$ cat config.mk
export PLATFORM = sky130hd
export DESIGN_NAME = uart_fifo_bridge
export DESIGN_NICKNAME = d
export VERILOG_FILES = /design/src/rtl/uart_fifo_bridge_pkg.sv /design/src/rtl/uart_fifo_bridge_byte_fifo.sv /design/src/rtl/uart_fifo_bridge.sv
export SDC_FILE = /design/constraint.sdc
export NUM_CORES = 1
export LEC_CHECK = 0
export CAP_MARGIN = 0
export CORE_UTILIZATION = 45
export DETAILED_ROUTE_END_ITERATION = 16
export PLACE_DENSITY = 0.63
export REMOVE_ABC_BUFFERS = 1
export SYNTH_ARGS = -nofsm -noshare
export SYNTH_HDL_FRONTEND = slang
export SYNTH_SLANG_ARGS = --single-unit
$ cat constraint.sdc
create_clock -name clk -period 2.6 [get_ports clk]
set_clock_uncertainty 0.1 [all_clocks]
set_input_delay 0.39 -clock clk [delete_from_list [all_inputs] [get_ports clk]]
set_output_delay 0.39 -clock clk [all_outputs]
set_load 0.005 [all_outputs]
$ cat src/rtl/uart_fifo_bridge_pkg.sv
// Shared types and defaults for the UART FIFO bridge.
package uart_fifo_bridge_pkg;

    localparam int unsigned DEPTH_LOG2_DEF = 4;
    localparam int unsigned BYTE_W         = 8;

    // TX sequencer state encoding
    typedef enum logic [1:0] {
        ST_IDLE  = 2'd0,
        ST_ISSUE = 2'd1,
        ST_WAIT  = 2'd2,
        ST_GAP   = 2'd3
    } tx_state_t;

endpackage

$ cat src/rtl/uart_fifo_bridge_byte_fifo.sv
// First-word fall-through byte FIFO with registered head, flags and count.
import uart_fifo_bridge_pkg::*;

module byte_fifo #(
    parameter int unsigned DEPTH_LOG2 = DEPTH_LOG2_DEF
) (
    input  logic                  clk,
    input  logic                  rst,
    input  logic                  i_push,
    input  logic [BYTE_W-1:0]     i_din,
    input  logic                  i_pop,
    output logic [BYTE_W-1:0]     o_dout,
    output logic                  o_full,
    output logic                  o_empty,
    output logic [DEPTH_LOG2:0]   o_count
);

    localparam int unsigned DEPTH = 1 << DEPTH_LOG2;
    localparam int unsigned PW    = DEPTH_LOG2;
    localparam int unsigned CW    = DEPTH_LOG2 + 1;

    logic [BYTE_W-1:0] r_mem [DEPTH];
    logic [PW-1:0]     r_wr_ptr;
    logic [PW-1:0]     r_rd_ptr;
    logic [CW-1:0]     r_count;
    logic [BYTE_W-1:0] r_head;
    logic              r_full;
    logic              r_empty;

    logic              w_pop_ok;
    logic              w_push_ok;
    logic [PW-1:0]     w_rd_ptr_nxt;
    logic [CW-1:0]     w_count_nxt;
    logic [CW-1:0]     w_count_after_pop;
    logic [BYTE_W-1:0] w_head_nxt;

    // A push into a full FIFO is accepted only when a pop frees the slot this cycle
    assign w_pop_ok          = i_pop && !r_empty;
    assign w_push_ok         = i_push && (!r_full || w_pop_ok);
    assign w_rd_ptr_nxt      = w_pop_ok ? r_rd_ptr + PW'(1) : r_rd_ptr;
    assign w_count_after_pop = r_count - CW'(w_pop_ok);

    // Next occupancy and next head; a push into an emptied FIFO bypasses memory
    always_comb begin
        w_count_nxt = r_count;
        w_head_nxt  = '0;
        if (w_push_ok && !w_pop_ok) begin
            w_count_nxt = r_count + CW'(1);
        end else if (w_pop_ok && !w_push_ok) begin
            w_count_nxt = r_count - CW'(1);
        end
        if (w_count_nxt == '0) begin
            w_head_nxt = '0;
        end else if (w_push_ok && (w_count_after_pop == '0)) begin
            w_head_nxt = i_din;
        end else begin
            w_head_nxt = r_mem[w_rd_ptr_nxt];
        end
    end

    // Storage array write
    always_ff @(posedge clk) begin
        if (w_push_ok) begin
            r_mem[r_wr_ptr] <= i_din;
        end
    end

    // Pointers, count, head and flags
    always_ff @(posedge clk or posedge rst) begin
        if (rst) begin
            r_wr_ptr <= '0;
            r_rd_ptr <= '0;
            r_count  <= '0;
            r_head   <= '0;
            r_full   <= 1'b0;
            r_empty  <= 1'b1;
        end else begin
            if (w_push_ok) begin
                r_wr_ptr <= r_wr_ptr + PW'(1);
            end
            r_rd_ptr <= w_rd_ptr_nxt;
            r_count  <= w_count_nxt;
            r_head   <= w_head_nxt;
            r_full   <= (w_count_nxt == CW'(DEPTH));
            r_empty  <= (w_count_nxt == '0);
        end
    end

    assign o_dout  = r_head;
    assign o_full  = r_full;
    assign o_empty = r_empty;
    assign o_count = r_count;

endmodule

$ cat src/rtl/uart_fifo_bridge.sv
// CPU-side byte buffering for the UART: TX FIFO plus send sequencer, RX FIFO plus overflow flag.
import uart_fifo_bridge_pkg::*;

module uart_fifo_bridge #(
    parameter int unsigned DEPTH_LOG2 = DEPTH_LOG2_DEF
) (
    input  logic                 clk,
    input  logic                 rst,
    input  logic                 i_wr_en,
    input  logic [7:0]           i_wr_data,
    input  logic                 i_rd_en,
    output logic [7:0]           o_rd_data,
    output logic                 o_tx_full,
    output logic                 o_tx_empty,
    output logic [DEPTH_LOG2:0]  o_tx_count,
    output logic                 o_rx_empty,
    output logic                 o_rx_full,
    output logic [DEPTH_LOG2:0]  o_rx_count,
    output logic                 o_rx_overflow,
    input  logic                 i_ovf_clr,
    output logic [7:0]           o_u_in,
    output logic                 o_u_send,
    input  logic                 i_u_tx_done,
    input  logic [7:0]           i_u_rx_data,
    input  logic                 i_u_rx_valid
);

    tx_state_t  r_state;
    tx_state_t  w_state_nxt;
    logic       w_tx_pop;
    logic       w_tx_push;
    logic [7:0] w_tx_head;
    logic       w_tx_fifo_empty;
    logic       w_rx_drop;

    logic       r_u_send;
    logic [7:0] r_u_in;
    logic       r_tx_empty;
    logic       r_rx_overflow;

    // CPU writes into a full TX FIFO are dropped even if the sequencer pops this cycle
    assign w_tx_push = i_wr_en && !o_tx_full;

    byte_fifo #(.DEPTH_LOG2(DEPTH_LOG2)) u_tx_fifo (
        .clk     (clk),
        .rst     (rst),
        .i_push  (w_tx_push),
        .i_din   (i_wr_data),
        .i_pop   (w_tx_pop),
        .o_dout  (w_tx_head),
        .o_full  (o_tx_full),
        .o_empty (w_tx_fifo_empty),
        .o_count (o_tx_count)
    );

    byte_fifo #(.DEPTH_LOG2(DEPTH_LOG2)) u_rx_fifo (
        .clk     (clk),
        .rst     (rst),
        .i_push  (i_u_rx_valid),
        .i_din   (i_u_rx_data),
        .i_pop   (i_rd_en),
        .o_dout  (o_rd_data),
        .o_full  (o_rx_full),
        .o_empty (o_rx_empty),
        .o_count (o_rx_count)
    );

    // Sequencer state register
    always_ff @(posedge clk or posedge rst) begin
        if (rst) begin
            r_state <= ST_IDLE;
        end else begin
            r_state <= w_state_nxt;
        end
    end

    // Sequencer next state; the FIFO pops at the end of ISSUE
    always_comb begin
        w_state_nxt = r_state;
        w_tx_pop    = 1'b0;
        case (r_state)
            ST_IDLE:  if (!w_tx_fifo_empty) w_state_nxt = ST_ISSUE;
            ST_ISSUE: begin
                w_tx_pop    = 1'b1;
                w_state_nxt = ST_WAIT;
            end
            ST_WAIT:  if (i_u_tx_done) w_state_nxt = ST_GAP;
            ST_GAP:   w_state_nxt = ST_IDLE;
            default:  w_state_nxt = ST_IDLE;
        endcase
    end

    // Registered UART strobe/data and TX idle status; no pop can occur when heading to IDLE
    always_ff @(posedge clk or posedge rst) begin
        if (rst) begin
            r_u_send   <= 1'b0;
            r_u_in     <= '0;
            r_tx_empty <= 1'b1;
        end else begin
            r_u_send   <= (w_state_nxt == ST_ISSUE);
            if (w_state_nxt == ST_ISSUE) begin
                r_u_in <= w_tx_head;
            end
            r_tx_empty <= (w_state_nxt == ST_IDLE) && w_tx_fifo_empty && !w_tx_push;
        end
    end

    // A received byte is lost only when the RX FIFO is full and not being read
    assign w_rx_drop = i_u_rx_valid && o_rx_full && !i_rd_en;

    // Sticky overflow flag; a new drop wins over a clear
    always_ff @(posedge clk or posedge rst) begin
        if (rst) begin
            r_rx_overflow <= 1'b0;
        end else if (w_rx_drop) begin
            r_rx_overflow <= 1'b1;
        end else if (i_ovf_clr) begin
            r_rx_overflow <= 1'b0;
        end
    end

    assign o_u_send      = r_u_send;
    assign o_u_in        = r_u_in;
    assign o_tx_empty    = r_tx_empty;
    assign o_rx_overflow = r_rx_overflow;

endmodule

==> results of run 1 <==
-- cell usage in the layout (no fill, tap or decap), drive strengths merged, types with 29 or more instances in the layout --
master	count
nand2	86
dfrtp	56
a32oi	60
edfxtp	256
clkdlybuf4s50	54
a21oi	31
nor2	30
and2	29
mux4	31
clkbuf	50
buf	129
mux2i	89
-- per-layer routing --
metal | part of all wire [%] | routed length [um]
met1 | 45 | 16270
met2 | 46 | 16830
met3 | 6.4 | 2335
met4 | 2.3 | 843
met5 | 0 | 0
-- registers in the layout, summed over array words and instances (netlist names), 2 cells and up --
name and flops:
o_u_in 8, u_tx_fifo.o_count 5, r_state 2, u_rx_fifo.o_dout 8, u_tx_fifo.r_wr_ptr 4, u_rx_fifo.o_count 5, u_tx_fifo.r_mem 128, u_tx_fifo.o_dout 8
u_rx_fifo.r_wr_ptr 4, u_rx_fifo.r_mem 128, u_rx_fifo.r_rd_ptr 4, u_tx_fifo.r_rd_ptr 4
-- path summary, 6_finish.rpt --
path | startpoint | end | slack [ps] | cells past startpoint
setup reg to reg | u_rx_fifo.o_empty | u_rx_fifo.o_dout[3] | 80 | 9
hold / removal | rst | o_rx_overflow | 130 | 2
setup / recovery | u_rx_fifo.o_empty | u_rx_fifo.o_dout[3] | 80 | 9
hold reg to reg | u_tx_fifo.o_dout[5] | o_u_in[5] | 390 | 1
min in group clk | i_ovf_clr | o_rx_overflow | 360 | 2
max in group asynchronous | rst | o_tx_empty | 1610 | 3
-- final cells by class --
class	count	area, um^2
tap	402	503.0
sequential	315	9171
inverter	20	82.58
clock inverter	12	171.4
timing repair buffer	183	1879
multi-input combinational	624	5124
fill	2518	13740
clock buffer	50	1045
-- power breakdown --
group          switching, W  internal [W]
Sequential         0.000603       0.00637
Clock               0.00195       0.00320
Combinational       0.00538       0.00475
Total               0.00793        0.0143
-- kinds of logic (layout without fill, tap and decap cells) --
logic type               count (synthesis)  count (layout)
flip-flops                             315             315
AND/OR/NAND/NOR                        259             259
AO/OA/AOI/OAI                          179             179
multiplexers                           145             145
buffers and inverters                   80             265
XOR/XNOR                                22              22
adder cells (fa/ha/maj)                 19              19
-- what timing repair did --
item,in CTS,in global routing
setup endpoints to repair,4,15
hold buffers,0,0
resized for setup,2,14
cloned,0,0
-- per-stage QoR --
| stage | utilization, % | setup slack [ps] | area, um^2 |
|---|---|---|---|
| after global routing | 56.67 | 2.651 | 17980 |
| after detailed placement | 52.60 | -235.2 | 16680 |
| after CTS | 56.45 | 7.105 | 17900 |
| final | 56.67 | 79.32 | 17980 |
| after global placement | 52.60 | -250.4 | 16680 |
| after floorplan | - | -2977 | 14300 |
-- critical path, stage by stage, from the launching register on --
cell and delay [ps]:
dfstp_2 580, nand2b_2 200, buf_4 250, nand2_1 80, o32ai_1 220, buf_4 260, a32oi_1 110, buf_4 170
a32oi_1 300, a21oi_1 120
==> flow_metrics.env, run 1 <==
export IMPL_run_status="finished clean"
export IMPL_yosysMostFrequentCell="edfxtp_1"
export IMPL_synth_seq_cells=315
export IMPL_htree_levels=2
export IMPL_slew_viol_final=0
export IMPL_post_cts_buffers=0
export IMPL_grt_pass1_wl_um=55620
export IMPL_ys_types=64
export IMPL_maxCapViolCount=0
export IMPL_synthTopCellsByArea="edfxtp_1, dfrtp_1, mux2i_1"
export IMPL_async_flop_share_pct=18.73
export IMPL_timing_fmax_mhz=396.7
export IMPL_root_buffer="clkbuf_16"
export IMPL_ys_warn_count=0
export IMPL_ys_flop_type="edfxtp_1"
export IMPL_hold_ws_ps=128.2
export IMPL_grt_use_met1_pct=32.18
export IMPL_leakage_nw=6.551
export IMPL_syn_area_per_cell_um2=14.33
export IMPL_wl_um=36280
export IMPL_hold_class="in -> async"
export IMPL_antenna_left=0
export IMPL_grtUsageMet2_pct=35.14
export IMPL_grt_pass1_vias=9467
export IMPL_setup_worst_path_end_class="flip-flop"
export IMPL_crit_arrival_ps=2800
export IMPL_critPathKind="reg -> reg"
export IMPL_drt_iter0_drc=855
export IMPL_num_antenna_cells=0
export IMPL_crit_required_ps=2880
export IMPL_clock_sink_count=315
export IMPL_hold_violations=0
export IMPL_layout_drive_gt1_share_pct=23.59
export IMPL_crit_path_max_fanout=17
export IMPL_clkTransAtPathRegs_ps=60
export IMPL_gp_congestion=0.8595
export IMPL_synth_xor_area_share_pct=1.602
export IMPL_die_area_um2=33180
export IMPL_via_per_inst=5.900
export IMPL_synth_common_cells="edfxtp_1, mux2i_1, nand2_1"
export IMPL_synthToLayoutAreaGrowth_pct=23.09
export IMPL_fin_crit_ps=2521
export IMPL_dp_cells=1544
export IMPL_synth_top_area_cell="edfxtp_1"
export IMPL_grt_setup_unrepaired="false"
export IMPL_groute_layer_met3_usage_pct=3.273
export IMPL_cp_start_kind="flip-flop"
export IMPL_start_util_pct=46.04
export IMPL_rows=65
export IMPL_netlist_area_leader_share_pct=52.64
export IMPL_cts_tree="yes"
export IMPL_overflow=0
export IMPL_hpwlAfterDp_um=24670
export IMPL_synth_compound_area_share_pct=9.064
export IMPL_setup_tns_ps=0
export IMPL_num_io_pins=55
export IMPL_antenna_found_initial=1
export IMPL_pwr_density_cell_nw_per_um2=1238
export IMPL_cts_made_buffers=35
export IMPL_synth_simple_gate_area_share_pct=9.484
export IMPL_grt_usage_pct=22.25
export IMPL_vdd_drop_max_mv=0.7120
export IMPL_syn_area_um2=14600
export IMPL_drc=0
export IMPL_seq_area_frac_synth_pct=62.77
export IMPL_nets=1221
export IMPL_die_w_um=182.2
export IMPL_route_vias_total=9476
export IMPL_core_area_um2=31720
export IMPL_setup_viol=0
export IMPL_synthAdderAreaFrac_pct=1.628
export IMPL_max_slew_margin_rel_pct=47.68
export IMPL_portBuffers=54
export IMPL_synth_enable_flop_cells=256
export IMPL_first_pass_iters=5
export IMPL_worst_pin_slew_ps=782.4
export IMPL_busiest_layer="met2"
export IMPL_die_h_um=182.2
export IMPL_stdcell_count=1606
export IMPL_wl_per_cell_um=22.59
export IMPL_clockBufferDepth=3
export IMPL_period_share_pct=96.95
export IMPL_synthCells=1019
export IMPL_grt_max_degree=54
export IMPL_synthMuxAreaShare_pct=12.81
export IMPL_synth_top_family_by_area="multiplexers"
export IMPL_fin_total_pwr_w=0.02225
export IMPL_worst_skew_pair_late_latency_ps=510
(Power assumes the default switching activity.)
==> run 2: changes to the inputs <==
--- a/config.mk
+++ b/config.mk
@@ -8,6 +8,7 @@
 export CAP_MARGIN = 0
 export CORE_UTILIZATION = 45
 export DETAILED_ROUTE_END_ITERATION = 16
+export MAX_ROUTING_LAYER = met4
 export PLACE_DENSITY = 0.63
 export REMOVE_ABC_BUFFERS = 1
 export SYNTH_ARGS = -nofsm -noshare
==> run 2 against run 1 <==
  * Hold slack got worse by 14 ps
  * Routed wire length is essentially flat
  * Flip-flop and latch count unchanged
  * Die area unchanged
  * Critical endpoint is now u_rx_fifo.o_dout[0]
  * Largest cell class unchanged
  * Largest power group unchanged
  * Highest routed layer unchanged
==> flow_metrics.env, run 2 (synthesis gave the netlist of run 1 again) <==
export IMPL_first_pass_iters=6
export IMPL_crit_arrival_ps=2780
export IMPL_hold_ws_ps=114.0
export IMPL_worstReg2RegEnd="u_rx_fifo.o_dout[0]"
export IMPL_maxCapViolCount=0
export IMPL_start_util_pct=46.04
export IMPL_rows=65
export IMPL_leakage_nw=6.493
export IMPL_n_fill_cell=2502
export IMPL_setup_worst_path_end_class="flip-flop"
export IMPL_route_vias_total=9513
export IMPL_num_antenna_cells=0
export IMPL_slew_viol_final=0
export IMPL_overflow=0
export IMPL_cp_slowest_cell="dfstp_2"
export IMPL_wl_per_cell_um=22.49
export IMPL_fin_crit_ps=2502
export IMPL_worst_skew_pair_late_latency_ps=510
export IMPL_setup_viol=0
export IMPL_num_io_pins=55
export IMPL_antenna_left=0
export IMPL_multi_input_area_um2=5135
export IMPL_via_per_inst=5.901
export IMPL_synthToLayoutAreaGrowth_pct=22.20
export IMPL_drt_iter0_drc=707
export IMPL_antenna_found_initial=1
export IMPL_portBuffers=54
export IMPL_nets=1228
export IMPL_rrSetupSlack_ps=100
export IMPL_grt_max_degree=64
export IMPL_max_slew_margin_rel_pct=44.67
export IMPL_period_share_pct=96.24
export IMPL_reg2regPathDepth=9
export IMPL_clockBufferDepth=3
export IMPL_crit_path_max_fanout=7
export IMPL_layout_drive_gt1_share_pct=22.64
export IMPL_crit_required_ps=2880
export IMPL_grt_pass1_wl_um=54340
export IMPL_htree_levels=2
export IMPL_drc=0
export IMPL_utilization_pct=56.26
export IMPL_cts_made_buffers=35
export IMPL_wl_um=36260
export IMPL_die_area_um2=33180
export IMPL_core_area_um2=31720
export IMPL_grt_usage_pct=22.33
export IMPL_clock_sink_count=315
export IMPL_hpwlAfterDp_um=24570
export IMPL_r2r_start="u_rx_fifo.o_empty"
export IMPL_worst_pin_slew_ps=827.3
export IMPL_clkTransAtPathRegs_ps=60
export IMPL_die_w_um=182.2
export IMPL_grt_pass1_vias=9260
export IMPL_critPathKind="reg -> reg"
export IMPL_hold_violations=0
export IMPL_crit_chain="nand2b_2 -> inv_8 -> ha_1 -> nor4b_2 -> and3_1 -> nor2b_1 -> buf_4 -> a32oi_2 -> a21oi_1"
export IMPL_cp_start_kind="flip-flop"
export IMPL_cts_hold_buf=0
export IMPL_die_h_um=182.2
export IMPL_largest_registers="u_rx_fifo.r_mem: 128 flops, u_tx_fifo.r_mem: 128 flops"
export IMPL_final_seq_area_um2=9171
export IMPL_hold_class="in -> async"
export IMPL_final_cell_mix="edfxtp_1, buf_4, mux2i_1, nand2_1, a32oi_1"
export IMPL_worst_path_largest_cell_delay_ps=580
export IMPL_cts_tree="yes"
export IMPL_pwr_density_cell_nw_per_um2=1222
export IMPL_root_buffer="clkbuf_16"
export IMPL_vdd_drop_max_mv=0.5395
export IMPL_timing_fmax_mhz=399.6
export IMPL_gp_congestion=0.8566
export IMPL_final_common_cell="edfxtp_1"
export IMPL_run_status="finished clean"
## run 2: layout make-up
class / instances / area share (%)
Sequential cell: 315 / 51.39
Multi-Input combinational cell: 624 / 28.77
Timing Repair Buffer: 190 / 10.67
Clock buffer: 52 / 5.504
Tap cell: 402 / 2.818
Inverter: 20 / 0.4627
Clock inverter: 9 / 0.3786
## run 2: worst max-delay path by stage
stage,startpoint,end
CTS,u_rx_fifo.o_empty,u_rx_fifo.o_dout[3]
floorplan,u_tx_fifo.r_rd_ptr[0],u_tx_fifo.o_dout[0]
global route,u_rx_fifo.o_empty,u_rx_fifo.o_dout[5]
detailed placement,i_rd_en,u_rx_fifo.o_dout[3]
finish,u_rx_fifo.o_empty,u_rx_fifo.o_dout[0]
global placement,i_rd_en,u_rx_fifo.o_dout[3]
## run 2: critical path, delay by kind of cell (launching register included)
family | cells | cell delay, ps
buffers and inverters | 2 | 220
flip-flops | 1 | 580
adder cells (fa/ha/maj) | 1 | 260
AND/OR/NAND/NOR | 4 | 820
AO/OA/AOI/OAI | 2 | 380
## run 2: report_power, final
part | total (W) | internal, W | leakage (nW) | switching [W]
logic | 0.0103 | 0.00485 | 2.97 | 0.00541
clock network | 0.00457 | 0.00271 | 0.506 | 0.00186
registers | 0.00698 | 0.00637 | 3.01 | 0.000608
total | 0.0218 | 0.0139 | 6.49 | 0.00788
## run 2: timing repair
action,CTS,global route
setup endpoints to repair,4,13
hold endpoints to repair,0,0
resized for setup,1,13
cloned,0,2
buffers inserted,0,1
## run 2: per-layer routing
metal	vias up	routed length [um]	GRT usage [%]
met5	-	0	-
met4	0	670	5.412
met3	58	2232	3.692
met2	323	17240	34.80
met1	4800	16110	30.69
li1	4332	-	-
## run 2: metrics by stage
| stage | std cells | TNS (ps) | setup WS (ps) | power (W) | area [um^2] |
|---|---|---|---|---|---|
| floorplan | 959 | -38790 | -2977 | 0.01267 | 14300 |
| global placement | 1548 | -5366 | -318.5 | 0.01683 | 16650 |
| detailed placement | 1548 | -5268 | -276.0 | 0.01690 | 16650 |
| CTS | 1609 | 0 | 10.67 | 0.02153 | 17710 |
| global route | 1612 | -19.57 | -14.08 | 0.02297 | 17850 |
| finish | 1612 | 0 | 97.80 | 0.02181 | 17850 |
